--- src/rtl/ps2_rx_fifo_if.sv ---
// Byte stream from the PS/2 receiver FIFO to the scan-code consumer (valid/ready).
// master drives rx_valid/rx_data, slave drives rx_ready; a byte moves when both are high.
interface ps2_rx_fifo_if;
  logic       rx_valid;
  logic       rx_ready;
  logic [7:0] rx_data;

  modport master (output rx_valid, output rx_data, input rx_ready);
  modport slave  (input rx_valid, input rx_data, output rx_ready);
endinterface

--- src/rtl/ps2_rx_fifo.sv ---
// PS/2 device-to-host receiver: debounced pins, 11-bit frame check, FWFT byte FIFO (valid/ready).
// Byte visible DEBOUNCE_CYCLES+4 clk after the stop-bit edge; a full FIFO drops bytes with err_overflow; PS2_FRAME_TIMEOUT_EN adds a stalled-frame timeout.
module debouncer #(
  parameter int CYCLES = 255
) (
  input  logic clk,
  input  logic reset_low,
  input  logic din,
  output logic dout
);
  localparam int CW = (CYCLES > 1) ? $clog2(CYCLES) : 1;

  logic [1:0]    sync;
  logic [CW-1:0] cnt;

  // Output follows the synchronised pin only after CYCLES consecutive differing samples.
  always_ff @(posedge clk) begin
    if (!reset_low) begin
      sync <= 2'b11;
      cnt  <= '0;
      dout <= 1'b1;
    end else begin
      sync <= {sync[0], din};
      if (sync[1] == dout) begin
        cnt <= '0;
      end else if (cnt == CW'(CYCLES - 1)) begin
        dout <= sync[1];
        cnt  <= '0;
      end else begin
        cnt <= cnt + 1'b1;
      end
    end
  end
endmodule

module edge_detector (
  input  logic clk,
  input  logic reset_low,
  input  logic din,
  output logic fall
);
  logic prev;

  always_ff @(posedge clk) begin
    if (!reset_low) prev <= 1'b1;
    else            prev <= din;
  end

  assign fall = prev & ~din;
endmodule

module ps2_rx_fifo #(
  parameter int DEBOUNCE_CYCLES = 255,
  parameter int FIFO_DEPTH      = 4,
  parameter int TIMEOUT_CYCLES  = 100000
) (
  input  logic                             clk,
  input  logic                             reset,
  input  logic                             ps2_clk_pin,
  input  logic                             ps2_data_pin,
  ps2_rx_fifo_if.master                    rx,
  output logic [$clog2(FIFO_DEPTH+1)-1:0]  fifo_level,
  output logic                             busy,
  output logic                             err_parity,
  output logic                             err_frame,
  output logic                             err_overflow
);
  localparam int AW = $clog2(FIFO_DEPTH);
  localparam int LW = $clog2(FIFO_DEPTH + 1);

  if (FIFO_DEPTH < 2 || (FIFO_DEPTH & (FIFO_DEPTH - 1)) != 0 || TIMEOUT_CYCLES < 1) begin : g_bad_param
    $error("ps2_rx_fifo: FIFO_DEPTH must be a power of two >= 2 and TIMEOUT_CYCLES >= 1");
  end

  logic clk_db, data_db, fall;

  debouncer #(.CYCLES(DEBOUNCE_CYCLES)) u_db_clk (
    .clk(clk), .reset_low(~reset), .din(ps2_clk_pin), .dout(clk_db)
  );
  debouncer #(.CYCLES(DEBOUNCE_CYCLES)) u_db_data (
    .clk(clk), .reset_low(~reset), .din(ps2_data_pin), .dout(data_db)
  );
  edge_detector u_fall (
    .clk(clk), .reset_low(~reset), .din(clk_db), .fall(fall)
  );

  logic [3:0] bit_idx;
  logic [8:0] shreg;
  logic       parity;
  logic       push_vld;
  logic [7:0] push_dat;
  logic       tmo_hit;
  logic       frame_ok;

  assign busy     = (bit_idx != 4'd0);
  assign frame_ok = ~shreg[0] & data_db;

  always_ff @(posedge clk) begin
    if (reset) begin
      bit_idx    <= '0;
      shreg      <= '0;
      parity     <= 1'b0;
      push_vld   <= 1'b0;
      push_dat   <= '0;
      err_parity <= 1'b0;
      err_frame  <= 1'b0;
    end else begin
      push_vld   <= 1'b0;
      err_parity <= 1'b0;
      err_frame  <= 1'b0;
      if (fall) begin
        if (bit_idx == 4'd10) begin
          bit_idx <= '0;
          shreg   <= '0;
          parity  <= 1'b0;
          // Framing errors take precedence; parity is only judged on a well-framed byte.
          if (!frame_ok)    err_frame  <= 1'b1;
          else if (!parity) err_parity <= 1'b1;
          else begin
            push_vld <= 1'b1;
            push_dat <= shreg[8:1];
          end
        end else begin
          bit_idx <= bit_idx + 4'd1;
          if (bit_idx <= 4'd8) shreg <= {data_db, shreg[8:1]};
          if (bit_idx != 4'd0) parity <= parity ^ data_db;
        end
      end else if (tmo_hit) begin
        bit_idx   <= '0;
        shreg     <= '0;
        parity    <= 1'b0;
        err_frame <= 1'b1;
      end
    end
  end

`ifdef PS2_FRAME_TIMEOUT_EN
  localparam int TW = $clog2(TIMEOUT_CYCLES + 1);
  logic [TW-1:0] tmo_cnt;

  assign tmo_hit = busy && !fall && (tmo_cnt == TW'(TIMEOUT_CYCLES - 1));

  always_ff @(posedge clk) begin
    if (reset || fall || !busy || tmo_hit) tmo_cnt <= '0;
    else                                    tmo_cnt <= tmo_cnt + 1'b1;
  end
`else
  assign tmo_hit = 1'b0;
`endif

  logic [7:0]    mem [FIFO_DEPTH];
  logic [AW-1:0] wr_ptr, rd_ptr;
  logic          full, pop, push;

  assign full         = (fifo_level == LW'(FIFO_DEPTH));
  assign pop          = rx.rx_valid & rx.rx_ready;
  // A pop in the same cycle frees the head slot, so a full FIFO can still accept.
  assign push         = push_vld & (~full | pop);
  assign err_overflow = push_vld & full & ~pop;

  assign rx.rx_valid = (fifo_level != '0);
  assign rx.rx_data  = rx.rx_valid ? mem[rd_ptr] : 8'h00;

  always_ff @(posedge clk) begin
    if (push) mem[wr_ptr] <= push_dat;
  end

  always_ff @(posedge clk) begin
    if (reset) begin
      wr_ptr     <= '0;
      rd_ptr     <= '0;
      fifo_level <= '0;
    end else begin
      if (push) wr_ptr <= wr_ptr + 1'b1;
      if (pop)  rd_ptr <= rd_ptr + 1'b1;
      case ({push, pop})
        2'b10:   fifo_level <= fifo_level + 1'b1;
        2'b01:   fifo_level <= fifo_level - 1'b1;
        default: fifo_level <= fifo_level;
      endcase
    end
  end
endmodule

--- src/flat_wrapper.sv ---
// flat-port wrapper written by rule: the top's interface ports become plain ports
module ps2_rx_fifo_flat 
#(
  parameter int DEBOUNCE_CYCLES = 255,
  parameter int FIFO_DEPTH      = 4,
  parameter int TIMEOUT_CYCLES  = 100000
)
  (clk, reset, ps2_clk_pin, ps2_data_pin, fifo_level, busy, err_parity, err_frame, err_overflow, rx_rx_valid, rx_rx_data, rx_rx_ready);
  ps2_rx_fifo_if rx_i ();
  input  logic clk;
  input  logic reset;
  input  logic ps2_clk_pin;
  input  logic ps2_data_pin;
  output logic [$clog2(FIFO_DEPTH+1)-1:0] fifo_level;
  output logic busy;
  output logic err_parity;
  output logic err_frame;
  output logic err_overflow;
  output wire logic [$bits(rx_i.rx_valid)-1:0] rx_rx_valid;
  output wire logic [$bits(rx_i.rx_data)-1:0] rx_rx_data;
  input wire logic [$bits(rx_i.rx_ready)-1:0] rx_rx_ready;
  assign rx_rx_valid = rx_i.rx_valid;
  assign rx_rx_data = rx_i.rx_data;
  assign rx_i.rx_ready = rx_rx_ready;
  ps2_rx_fifo #(.DEBOUNCE_CYCLES(DEBOUNCE_CYCLES), .FIFO_DEPTH(FIFO_DEPTH), .TIMEOUT_CYCLES(TIMEOUT_CYCLES)) u_core (.clk(clk), .reset(reset), .ps2_clk_pin(ps2_clk_pin), .ps2_data_pin(ps2_data_pin), .rx(rx_i), .fifo_level(fifo_level), .busy(busy), .err_parity(err_parity), .err_frame(err_frame), .err_overflow(err_overflow));
endmodule
--- config.mk ---
export PLATFORM = sky130hd
export DESIGN_NAME = ps2_rx_fifo_flat
export DESIGN_NICKNAME = d
export VERILOG_FILES = /design/src/rtl/ps2_rx_fifo_if.sv /design/src/rtl/ps2_rx_fifo.sv /design/src/flat_wrapper.sv
export SDC_FILE = /design/constraint.sdc
export NUM_CORES = 1
export LEC_CHECK = 0
export ABC_AREA = 1
export CAP_MARGIN = 20
export CELL_PAD_IN_SITES_DETAIL_PLACEMENT = 0
export CELL_PAD_IN_SITES_GLOBAL_PLACEMENT = 1
export CORE_AREA = 2 2 93 95
export DETAILED_ROUTE_END_ITERATION = 10
export DIE_AREA = 0 0 95 97
export PLACE_DENSITY_LB_ADDON = 0.1
export SLEW_MARGIN = 5
export SYNTH_ARGS = -nofsm -noshare
export SYNTH_HDL_FRONTEND = slang
export SYNTH_SLANG_ARGS = --single-unit
--- constraint.sdc ---
create_clock -name clk -period 2.35 [get_ports clk]
set_input_delay 0.235 -clock clk [delete_from_list [all_inputs] [get_ports clk]]
set_output_delay 0.235 -clock clk [all_outputs]
set_load 0.01 [all_outputs]
### Word level (Yosys, flattened, before mapping)

Memory sizes are Yosys's and may differ from the RTL's. A register that Yosys moved wholly into a read port is not among the register bits.
Cells that the tools add are included.

* register bits: 55
* bits in latches: 0
* bits in writable memories: 32
* memory bits (read-only): 0
* input port bits: 5
* output and inout bits: 16
* logic and storage cells: 79
* memories kept: 1

* $add $sub $neg: 7
* multipliers: 0
* divide/modulo/power cells: 0
* magnitude comparators: 1
* equal/unequal tests: 8
* shifts and indexed selects: 0
* multiplexer cells: 14
* bitwise gates (word level): 17
* reduce and logical (&&, ||, !) cells: 14

Memories
* u_core.mem: depth 4, width 8, read ports 1, clocked after Yosys merged registers in 1, wr ports 1, line ps2_rx_fifo.sv:151 `logic [7:0] mem [FIFO_DEPTH];`

Operator list (count)
* $mux 9: 2
* $add 8x1->8 const B: 2
* $eq 8x8->1 const B: 2
* $not 1->1: 9
* $reduce_or 3->1: 3
* $mux 8: 1
* $reduce_and 2->1: 4
* $mux 1: 7
* $and 1x1->1: 6
* $pmux 3 s2: 1
* $reduce_bool 2->1: 3
* $add 2x1->2 const B: 2
* $add 4x1->4 const B: 1
* $eq 4x4->1 const B: 1
* $le 4x4->1 const B: 1
* $mux 2: 2
* $mux 4: 1
* $reduce_and 4->1: 1
* $reduce_bool 4->1: 1
* $reduce_or 4->1: 1
* $add 3x1->3 const B: 1
* $eq 3x3->1 const B: 1
* $reduce_bool 3->1: 1
* $sub 3x1->3 const B: 1
* other kinds (5): 6

### Depth between registers and ports, before layout

Gate-level depths: netlist of run 1.

* depth after elaboration: 6
* depth in mapped cells: 12
* mapped depth without buffers: 12

### By module

From an unflattened synthesis of run 1, not the netlist that was laid out.

* cell total of the unflattened synthesis: 411
* area, all modules: 3681.0 um^2

Modules (own cells, without submodules)
* ps2_rx_fifo: instances 1, cells each 280, area each 2675.1 um^2, sequential area each 1641.6 um^2
* debouncer: instances 2, cells each 63, area each 485.5 um^2, sequential area each 220.2 um^2
* edge_detector: instances 1, cells each 5, area each 35.0 um^2, sequential area each 20.0 um^2

### Worst setup path before layout of run 1

No wires, ideal clock.

* path type: register to register
* start: reg u_core.fifo_level[0]
* end: reg u_core.fifo_level[2]
* setup time: 0.119 ns
* data arrival time: 1.713 ns
* path slack: 0.518 ns
* stages on the path, launching flop included: 12
* buffers on the path: 0
* period minus slack after synthesis: 1.832 ns
* cells stage by stage: dfxtp_1 nor2_1 nand2_1 nand2_1 inv_1 ha_1 inv_1 fa_1 nand2_1 nand3_1 o21ai_0 a21oi_1

* longest elaborated chain between the ends: 6
* elaborated cells on any way between the ends: 12

Ends and longest elaborated chain
* from (decl): line ps2_rx_fifo.sv:62 `output logic [$clog2(FIFO_DEPTH+1)-1:0] fifo_level,`
* from (signal assigned): line ps2_rx_fifo.sv:177 `2'b10: fifo_level <= fifo_level + 1'b1;`
* from (signal assigned): line ps2_rx_fifo.sv:178 `2'b01: fifo_level <= fifo_level - 1'b1;`
* from (signal assigned): line ps2_rx_fifo.sv:179 `default: fifo_level <= fifo_level;`
* $reduce_bool 3->1 (*): line ps2_rx_fifo.sv:161 `assign rx.rx_valid = (fifo_level != '0);`
* net rx_rx_valid: line flat_wrapper.sv:19 `output wire logic [$bits(rx_i.rx_valid)-1:0] rx_rx_valid;`
* $and 1x1->1 (*): line ps2_rx_fifo.sv:156 `assign pop = rx.rx_valid & rx.rx_ready;`
* net u_core.pop: line ps2_rx_fifo.sv:153 `logic full, pop, push;`
* $or 1x1->1: line ps2_rx_fifo.sv:158 `assign push = push_vld & (~full | pop);`
* $and 1x1->1: line ps2_rx_fifo.sv:158
* $eq 2x1->1 or $eq 2x2->1 (tied branches): line ps2_rx_fifo.sv:176 `case ({push, pop})`
* $pmux 3 s2 or $reduce_bool 2->1 (tied branches)

Mark *: on every way through the listed nets, which the timed path passes. The rest lies on a longest branch.
A chain may end at the register's enable or synchronous reset.

==> flow_metrics.py, run 1 <==
metrics = {
    "clocking": {
        "post-cts-setup-buffer-count": 0,
        "clockBufferDepth": 2,
        "path_clk_slew_ps": 90,
        "tritoncts": "yes",
        "cts-buffers-inserted": 9,
        "postCtsHoldBufs": 0,
        "clock-root-buffer": "clkbuf_8",
        "clock_latency_ps": 350,
        "cts-resized-gates": 0,
        "clock-sinks": 89,
        "htreeDepth": 3,
    },
    "floorplanning": {
        "row_count": 33,
        "core-area_mm2": 0.00813,
        "die_y_um": 97,
        "start_util_pct": 44.8,
        "io_pins": 21,
        "fp.dieW_um": 95,
        "die_area_mm2": 0.00922,
    },
    "timing": {
        "min_period_ps": 2130,
        "rsz0062_at_grt": "false",
        "maxSlewViolCount": 0,
        "finClkSkew_ps": 9.60,
        "worst_pin_slew_ps": 670,
        "finalCritPeriodShare_pct": 90.7,
        "fin_setup_tns_ps": 0,
        "hold_violations": 0,
        "max_freq_mhz": 469,
        "slew_headroom_pct": 55.1,
        "setup_viol": 0,
    },
    "place": {
        "gp_congestion": 0.744,
        "hpwl_mm": 4.29,
        "io_buffer_count": 20,
    },
    "worst_setup_path": {
        "critPathKind": "reg2out",
        "end_kind": "output pin",
        "critPathSlowestCell": "clkdlybuf4s50_1",
        "crit_path_start_kind": "flip-flop",
        "path_cells": "buf_4, inv_2, o21ai_0, a21oi_1, clkdlybuf4s50_1",
        "required_ps": 2120,
        "crit_fanout": 17,
        "crit_arrival_ps": 1900,
        "cpPeakStageDelay_ps": 550,
    },
    "run_status": {
        "status": "completed",
    },
    "global_routing": {
        "grt_max_degree": 19,
        "antenna_found_initial": 0,
        "grt.total_usage_pct": 14.9,
        "first_global_vias": 2396,
        "grt_remaining_overflow": 0,
        "grt_pass1_wl_mm": 10.9,
    },
    "cells_and_area": {
        "final_cell_mix": "nor2_1 (99), dfxtp_1 (57), nand2_1 (50)",
        "nFillCells": 748,
        "nNetsFinal": 456,
        "layout_commonest_cell": "nor2_1",
        "area_growth_pct": 15.8,
        "antenna_cells": 0,
        "layout-drive-gt1-share_pct": 8.52,
    },
    "logic_synthesis": {
        "netlist.area_leader.share_pct": 31.3,
        "synth.net_count": 424,
        "synth_top_area_cell": "dfxtp_1",
        "synthArstFlopShare_pct": 0,
        "syn_area_mm2": 0.00364,
        "synth_edf_count": 32,
        "syn_inst": 409,
        "synth.area.top_cells": "dfxtp_1 (31%), edfxtp_1 (26%), nor2_1 (10%)",
        "ys_warn_count": 0,
        "ys_seq_area_share_pct": 57.7,
        "synth_seq_cells": 89,
        "synth.avg_cell_area_um2": 8.90,
        "synth_ff_type": "dfxtp_1",
        "yosys.cell_types.count": 29,
    },
    "flow_run": {
        "drv_cap": 0,
    },
    "power_and_ir_drop": {
        "p_leak_nw": 1.72,
        "fin_total_pwr_mw": 3.10,
        "ir_drop_uv": 255,
        "powerDensity_mw_per_mm2": 734,
    },
    "detailed_routing": {
        "vias_per_cell": 4.65,
        "first_iter_violations": 89,
        "drt_first_pass_iters": 5,
        "vias": 2560,
        "wl_per_cell_um": 11.4,
        "drcViolationCount": 0,
        "wl_mm": 6.26,
        "ant_nets": 0,
    },
    "min_path": {
        "hp-class": "reg2reg",
    },
}
==> worst max-delay path, delay by kind of cell, from the launching register on <==
kind	cells	cell delay [ps]
buf+inv	3	940
flops	1	310
compound gates	2	300
==> synthesized netlist by cell type (2+ instances only) <==
master,count
nand2_2,3
clkbuf_1,3
inv_2,2
nand3_1,17
dfxtp_1,57
nor2_2,2
edfxtp_1,32
nand4_1,3
buf_2,4
a21oi_1,27
or2_2,4
xnor2_1,7
nand2_1,50
inv_1,41
o21ai_0,32
ha_1,9
nor2_1,99
xor2_1,6
==> worst paths after layout <==
| kind | slack, ps | depth (start not counted) | endpoint | start |
|---|---|---|---|---|
| max | 220 | 5 | rx_rx_data[1] | flip-flop |
| min reg2reg | 410 | 1 | u_core.u_db_data.sync[1] | u_core.u_db_data.sync[0] |
| max reg2reg | 470 | 11 | u_core.fifo_level[2] | u_core.fifo_level[0] |
| min | 410 | 1 | u_core.u_db_data.sync[1] | u_core.u_db_data.sync[0] |
==> final cells by class <==
type	count	area (µm²)	area share, %
Sequential cell	89	2100	49.9
Multi-Input combinational cell	267	1320	31.2
Timing Repair Buffer	30	275	6.53
Inverter	44	165	3.92
Tap cell	105	131	3.12
Clock buffer	9	124	2.94
Clock inverter	7	101	2.40
==> kinds of logic after synthesis <==
group                      after synthesis  share of synthesized area, %
AOI/OAI and AO/OA                       62                          8.63
xor gates and xnor gates                13                          3.13
adders and majority gates               10                          3.64
buffers and inverters                   53                          6.08
DFF                                     89                          57.7
and+or+nand+nor                        182                          20.8
==> stage by stage <==
| stage | hold WS (ps) | instances | util (%) | area (µm²) | setup WS (ps) |
|---|---|---|---|---|---|
| finish | 414 | 551 | 51.8 | 4220 | 219 |
| global route | 427 | 551 | 51.8 | 4220 | 29.2 |
| CTS | 415 | 551 | 51.8 | 4220 | 180 |
| detailed placement | 397 | 535 | 49.1 | 3990 | 308 |
| global placement | 391 | 535 | 49.1 | 3990 | 381 |
| floorplan | 339 | 409 | - | 3640 | 518 |
==> registers in the layout, indices dropped and copies added, names as in the netlist, 2 cells and up, named ones only <==
register / flops
u_core.fifo_level: 3
u_core.bit_idx: 4
u_core.rd_ptr: 2
u_core.mem: 32
u_core.wr_ptr: 2
u_core.shreg: 9
u_core.u_db_clk.cnt: 8
u_core.u_db_data.sync: 2
u_core.push_dat: 8
u_core.u_db_clk.sync: 2
u_core.u_db_data.cnt: 8
==> power by group <==
part	internal (mW)	leakage, nW	switching, mW	total (mW)
Sequential	1.60	0.795	0.0124	1.61
Clock	0.608	0.106	0.543	1.15
Combinational	0.159	0.820	0.174	0.332
==> layer usage <==
| layer | global-route usage, % | wire length (µm) | up-vias |
|---|---|---|---|
| met5 | 0 | 0 | - |
| met4 | 6.35 | 74 | 0 |
| met3 | 3.50 | 203 | 5 |
| met2 | 22.6 | 2750 | 36 |
| met1 | 20.3 | 3240 | 1139 |
| li1 | - | - | 1380 |
Power figures use the tool's default switching activity.
==> inputs of run 2 (changes only) <==
- CORE_AREA: 2 2 93 95 -> 2 2 94 96
- DIE_AREA: 0 0 95 97 -> 0 0 96 98
- SETUP_SLACK_MARGIN: default -> 0.2
- SYNTH_HIERARCHICAL: default -> 1
==> flow_metrics.py, run 2 <==
metrics = {
    "global_routing": {
        "antenna_found_initial": 0,
        "grt_remaining_overflow": 0,
        "grt_pass1_wl_mm": 10.8,
        "grt.total_usage_pct": 14.8,
        "first_global_vias": 2415,
        "grt_max_degree": 19,
    },
    "logic_synthesis": {
        "ys_warn_count": 6,
        "synthTopCellsByCount": "nor2_1 (99), dfxtp_1 (57), nand2_1 (48), o21ai_0 (38), inv_1 (37)",
        "synth.net_count": 425,
        "yosys.area_share.simple_pct": 22.9,
        "synthArstFlopShare_pct": 0,
        "synth_top_area_cell": "dfxtp_1",
        "synth_compound_area_share_pct": 10.3,
        "synth_mux_area_share_pct": 0,
        "synth_top_family_by_area": "simple AND/OR/NAND/NOR gates",
        "netlist.area_leader.share_pct": 31.0,
        "synth.avg_cell_area_um2": 8.96,
        "yosys.cell_types.count": 34,
        "synth_edf_count": 32,
        "synth-adder-area-share_pct": 3.26,
        "ys_seq_area_share_pct": 57.1,
        "synth_seq_cells": 89,
        "syn_inst": 411,
        "synth.area.top_cells": "dfxtp_1 (31%), edfxtp_1 (26%), nor2_1 (10%)",
        "syn_area_mm2": 0.00368,
        "synth_ff_type": "dfxtp_1",
        "synthXorXnorAreaFrac_pct": 1.19,
        "post-synth-top-count-cell": "nor2_1",
    },
    "timing": {
        "min_period_ps": 2030,
        "whs_ps": 407,
        "rsz0062_at_grt": "false",
        "slew_headroom_pct": 75.0,
        "finClkSkew_ps": 8.40,
        "fin_setup_tns_ps": 0,
        "finalCritPeriodShare_pct": 86.3,
        "hold_violations": 0,
        "max_freq_mhz": 493,
        "setup_viol": 0,
        "maxSlewViolCount": 0,
        "timing.final.ws_setup_ps": 323,
        "worst_pin_slew_ps": 374,
    },
    "worst_setup_path": {
        "crit_fanout": 17,
        "end_kind": "output pin",
        "path_cells": "buf_8, nor2_1, nor2_1, o21ai_0, a21oi_1, clkdlybuf4s50_1",
        "required_ps": 2120,
        "reg2reg_slack_ps": 650,
        "crit_arrival_ps": 1790,
        "cpPeakStageDelay_ps": 540,
        "crit_path_end": "rx_rx_data[5]",
        "critPathKind": "reg2out",
        "r2r_cells": 10,
        "reg2reg_to": "u_core/fifo_level[2]",
        "worstReg2RegStart": "u_core/fifo_level[0]",
        "crit_path_start_kind": "flip-flop",
        "cpMostUsedCell": "nor2_1",
        "critPathSlowestCell": "clkdlybuf4s50_1",
    },
    "floorplanning": {
        "io_pins": 21,
        "fp.dieW_um": 96,
        "row_count": 34,
        "die_area_mm2": 0.00941,
        "core-area_mm2": 0.00847,
        "start_util_pct": 43.5,
        "die_y_um": 98,
    },
    "power_and_ir_drop": {
        "ir_drop_uv": 364,
        "p_leak_nw": 1.85,
        "powerDensity_mw_per_mm2": 768,
    },
    "cells_and_area": {
        "largest_reg_flops": 32,
        "nFillCells": 809,
        "nNetsFinal": 457,
        "final_util_pct": 50.4,
        "antenna_cells": 0,
        "top_register": "u_core/mem",
        "layout-drive-gt1-share_pct": 10.0,
        "seqCellArea_mm2": 0.00210,
        "layout_commonest_cell": "nor2_1",
        "final_cells": 556,
        "final_cell_mix": "nor2_1 (99), dfxtp_1 (57), nand2_1 (48)",
        "multi_input_area_mm2": 0.00139,
        "reg_top3": "u_core/mem: 32 flops, u_core/shreg: 9 flops",
        "area_growth_pct": 15.9,
    },
    "detailed_routing": {
        "vias": 2602,
        "drt_first_pass_iters": 4,
        "drcViolationCount": 0,
        "first_iter_violations": 101,
        "wl_mm": 6.23,
        "wl_per_cell_um": 11.2,
        "ant_nets": 0,
        "vias_per_cell": 4.68,
    },
    "place": {
        "place_ws_ps": 423,
        "hpwl_mm": 4.34,
        "dp.cells": 540,
        "io_buffer_count": 20,
        "gp_congestion": 0.779,
    },
    "clocking": {
        "clock-sinks": 89,
        "clock-root-buffer": "clkbuf_8",
        "postCtsHoldBufs": 0,
        "post-cts-setup-buffer-count": 0,
        "tritoncts": "yes",
        "clockBufferDepth": 2,
        "clock_latency_ps": 350,
        "path_clk_slew_ps": 90,
        "htreeDepth": 3,
        "cts-buffers-inserted": 9,
    },
    "flow_run": {
        "drv_cap": 0,
    },
    "min_path": {
        "hp-class": "reg2reg",
    },
    "run_status": {
        "status": "completed",
    },
}
[run 2: cell count changes after synthesis, sizes merged, moves of 2 or more]
cell / previous run / this run
o21ai: 33 / 40
inv: 43 / 40
o21bai: 0 / 2
nor2: 101 / 103
nor3: 0 / 2
xnor2: 7 / 2
or2: 4 / 1
nand3b: 0 / 2
nand2: 53 / 56
xor2: 6 / 3
[run 2: logic make-up after synthesis]
| family | Yosys count |
|---|---|
| AOI/OAI and AO/OA | 71 |
| xor gates and xnor gates | 5 |
| adders and majority gates | 9 |
| buffers and inverters | 49 |
| DFF | 89 |
| and+or+nand+nor | 188 |
[run 2: how the worst min path moves through the flow]
stage | depth (start not counted) | startpoint | to | slack (ps)
3_3_place_gp | 2 | u_core/u_db_data/sync[0] | u_core/u_db_data/sync[1] | 390
5_1_grt | 3 | ps2_data_pin | u_core/u_db_data/sync[0] | 420
2_1_floorplan | 1 | reset | u_core/bit_idx[0] | 310
4_1_cts | 3 | ps2_clk_pin | u_core/u_db_clk/sync[0] | 380
6_report | 2 | u_core/u_db_clk/sync[0] | u_core/u_db_clk/sync[1] | 410
3_5_place_dp | 2 | u_core/u_db_clk/sync[0] | u_core/u_db_clk/sync[1] | 390
[run 2: final cells by class]
class,instances,share of cell area (%)
Timing Repair Buffer,29,6.80
Clock buffer,9,2.90
Tap cell,108,3.17
Sequential cell,89,49.3
Clock inverter,7,1.70
Multi-Input combinational cell,273,32.5
Inverter,41,3.69
[run 2: layer usage]
metal,track usage [%],vias to the layer above,routed length (µm)
li1,-,1406,-
met1,18.7,1173,2960
met2,24.0,21,3110
met3,3.01,2,137
met4,6.81,0,22
met5,0,-,0
[run 2: worst max-delay path: cells and delay by family, from the launching register on]
| family | cells | cell delay [ps] |
|---|---|---|
| buffers and inverters | 2 | 710 |
| AND/OR/NAND/NOR | 2 | 150 |
| flip-flops | 1 | 350 |
| AO/OA/AOI/OAI | 2 | 240 |
[run 2: metrics by stage]
step | total power, mW | cell area [µm²]
3_5_place_dp | 2.32 | 4050
5_1_grt | 3.50 | 4270
4_1_cts | 3.35 | 4250
3_3_place_gp | 2.32 | 4050
6_report | 3.28 | 4270
2_1_floorplan | 2.08 | 3680
[run 2: report_power, final]
part / internal, mW / switching, mW
registers: 1.63 / 0.0261
logic: 0.265 / 0.366
clock network: 0.415 / 0.582
[run 2: repair_timing]
item,CTS,global route
gates cloned,0,0
gates resized for setup,1,8
endpoints found under the setup margin,3,8
==> inputs of run 3 (changes only) <==
- ABC_AREA: 1 -> default
- CORE_AREA: 2 2 94 96 -> 2 2 92 94
- DIE_AREA: 0 0 96 98 -> 0 0 94 96
==> flow_metrics.py, run 3 <==
metrics = {
    "logic_synthesis": {
        "synthTopCellsByCount": "dfxtp_1 (57), edfxtp_1 (32), nor2_1 (28), nand3_1 (23), nand2_1 (20)",
        "synthArstFlopShare_pct": 0,
        "synth_ff_type": "dfxtp_1",
        "synth_edf_count": 32,
        "ys_warn_count": 6,
        "syn_inst": 323,
        "netlist.area_leader.share_pct": 30.8,
        "synth.area.top_cells": "dfxtp_1 (31%), edfxtp_1 (26%), mux4_2 (4.9%)",
        "synth.net_count": 337,
        "synth_seq_cells": 89,
        "post-synth-top-count-cell": "dfxtp_1",
        "synth_top_area_cell": "dfxtp_1",
        "syn_area_mm2": 0.00370,
        "yosys.cell_types.count": 48,
        "ys_seq_area_share_pct": 56.7,
        "synth.avg_cell_area_um2": 11.5,
    },
    "timing": {
        "setup_viol": 0,
        "slew_headroom_pct": 71.0,
        "min_period_ps": 2080,
        "hold_violations": 0,
        "rsz0062_at_grt": "false",
        "timing.final.ws_setup_ps": 272,
        "worst_pin_slew_ps": 433,
        "maxSlewViolCount": 0,
        "max_freq_mhz": 481,
        "fin_setup_tns_ps": 0,
        "finClkSkew_ps": 8.17,
        "finalCritPeriodShare_pct": 88.4,
    },
    "worst_setup_path": {
        "end_kind": "output pin",
        "r2r_cells": 8,
        "required_ps": 2120,
        "crit_arrival_ps": 1840,
        "reg2reg_to": "u_core/fifo_level[2]",
        "crit_path_start_kind": "flip-flop",
        "crit_path_end": "rx_rx_data[7]",
        "critPathKind": "reg2out",
        "worstReg2RegStart": "u_core/fifo_level[1]",
        "crit_fanout": 8,
        "reg2reg_slack_ps": 300,
    },
    "cells_and_area": {
        "top_register": "u_core/mem",
        "layout-drive-gt1-share_pct": 15.9,
        "largest_reg_flops": 32,
        "area_growth_pct": 15.3,
        "nNetsFinal": 368,
        "final_cells": 464,
        "layout_commonest_cell": "dfxtp_1",
        "antenna_cells": 0,
        "reg_top3": "u_core/mem: 32 flops, u_core/shreg: 9 flops",
        "final_cell_mix": "dfxtp_1 (53), edfxtp_1 (32), nor2_1 (28)",
    },
    "floorplanning": {
        "row_count": 33,
        "die_y_um": 96,
        "start_util_pct": 46.0,
        "io_pins": 21,
        "core-area_mm2": 0.00805,
        "fp.dieW_um": 94,
        "die_area_mm2": 0.00902,
    },
    "detailed_routing": {
        "ant_nets": 0,
        "vias_per_cell": 5.14,
        "wl_mm": 6.08,
        "drt_first_pass_iters": 5,
        "drcViolationCount": 0,
        "first_iter_violations": 81,
        "vias": 2383,
        "wl_per_cell_um": 13.1,
    },
    "clocking": {
        "clock_latency_ps": 350,
        "clock-root-buffer": "clkbuf_8",
        "htreeDepth": 3,
        "clock-sinks": 89,
        "cts-buffers-inserted": 9,
        "postCtsHoldBufs": 0,
        "tritoncts": "yes",
        "clockBufferDepth": 2,
        "path_clk_slew_ps": 90,
    },
    "global_routing": {
        "grt_pass1_wl_mm": 10.3,
        "antenna_found_initial": 0,
        "grt_remaining_overflow": 0,
        "grt.total_usage_pct": 14.9,
        "grt_max_degree": 35,
        "first_global_vias": 2224,
    },
    "power_and_ir_drop": {
        "powerDensity_mw_per_mm2": 634,
        "ir_drop_uv": 335,
        "p_leak_nw": 1.58,
        "fin_total_pwr_mw": 2.71,
    },
    "place": {
        "gp_congestion": 0.739,
        "dp.cells": 441,
        "hpwl_mm": 4.09,
        "io_buffer_count": 20,
        "place_ws_ps": 29.6,
    },
    "min_path": {
        "hp-class": "reg2reg",
    },
    "run_status": {
        "status": "completed",
    },
    "flow_run": {
        "drv_cap": 0,
    },
}
-- run 3: cell count changes in the layout (fill, tap and decap cells not counted), moves of 7 or more --
| cell | before | now |
|---|---|---|
| nor2_1 | 99 | 28 |
| inv_1 | 37 | 8 |
| mux4_2 | 0 | 8 |
| nand2_1 | 48 | 20 |
| a21oi_1 | 26 | 16 |
| buf_4 | 8 | 15 |
| o21ai_0 | 38 | 7 |
| dlygate4sd2_1 | 0 | 7 |
| and2_1 | 1 | 13 |
| nand2b_1 | 0 | 7 |
| mux2i_1 | 0 | 9 |
-- run 3: per-layer routing --
| layer | global-route usage, % | wire, µm | vias to the layer above |
|---|---|---|---|
| met2 | 25.9 | 3020 | 36 |
| met5 | 0 | 0 | - |
| li1 | - | - | 1213 |
| met3 | 3.52 | 172 | 9 |
| met1 | 18.0 | 2790 | 1125 |
| met4 | 5.80 | 97 | 0 |
-- run 3: what timing repair did --
| item | in CTS | in global routing |
|---|---|---|
| hold endpoints to repair | 0 | 0 |
| setup endpoints to repair | 8 | 4 |
| resized for setup | 10 | 3 |
| buffers inserted | 3 | 4 |
-- run 3: layout make-up --
class	instances	area [µm²]
sequential	89	2110
clock buffer	9	124
tap	105	131
multi-input combinational	210	1480
clock inverter	7	86.3
inverter	8	30.0
fill	751	3780
timing repair buffer	36	315
-- run 3: worst max-delay path, cell delays in order, from the launching register on --
cell	delay (ps)
dfxtp_2	330
buf_6	120
buf_4	120
mux4_2	490
and2_1	160
dlygate4sd2_1	270
-- run 3: per-stage QoR --
stage / cell area [µm²] / hold WS, ps / util, %
2_1_floorplan: 3710 / 336 / -
4_1_cts: 4240 / 419 / 52.6
3_3_place_gp: 4010 / 390 / 49.8
6_report: 4270 / 415 / 53.1
5_1_grt: 4270 / 442 / 53.1
3_5_place_dp: 4010 / 397 / 49.8
-- run 3: cell families after synthesis --
kind of cell | after synthesis | synth area share [%]
mux | 17 | 7.29
compound gates | 44 | 7.53
buf+inv | 24 | 3.38
fa+ha+maj | 9 | 3.24
flops | 89 | 56.7
simple gates | 125 | 18.3
xor+xnor | 15 | 3.55
-- run 3: worst min-delay path by stage --
stage                                  start                       end  slack (ps)  cells past startpoint
global route        u_core/u_db_data/sync[0]  u_core/u_db_data/sync[1]         440                      1
global placement     u_core/u_db_clk/sync[0]   u_core/u_db_clk/sync[1]         390                      1
CTS                 u_core/u_db_data/sync[0]  u_core/u_db_data/sync[1]         420                      1
floorplan                        ps2_clk_pin   u_core/u_db_clk/sync[0]         340                      1
detailed placement  u_core/u_db_data/sync[0]  u_core/u_db_data/sync[1]         400                      1
finish              u_core/u_db_data/sync[0]  u_core/u_db_data/sync[1]         420                      1
-- run 3: power breakdown --
group	switching (mW)	internal, mW
Combinational	0.0205	0.0132
Clock	0.572	0.515
Sequential	0.00207	1.59
Total	0.595	2.11
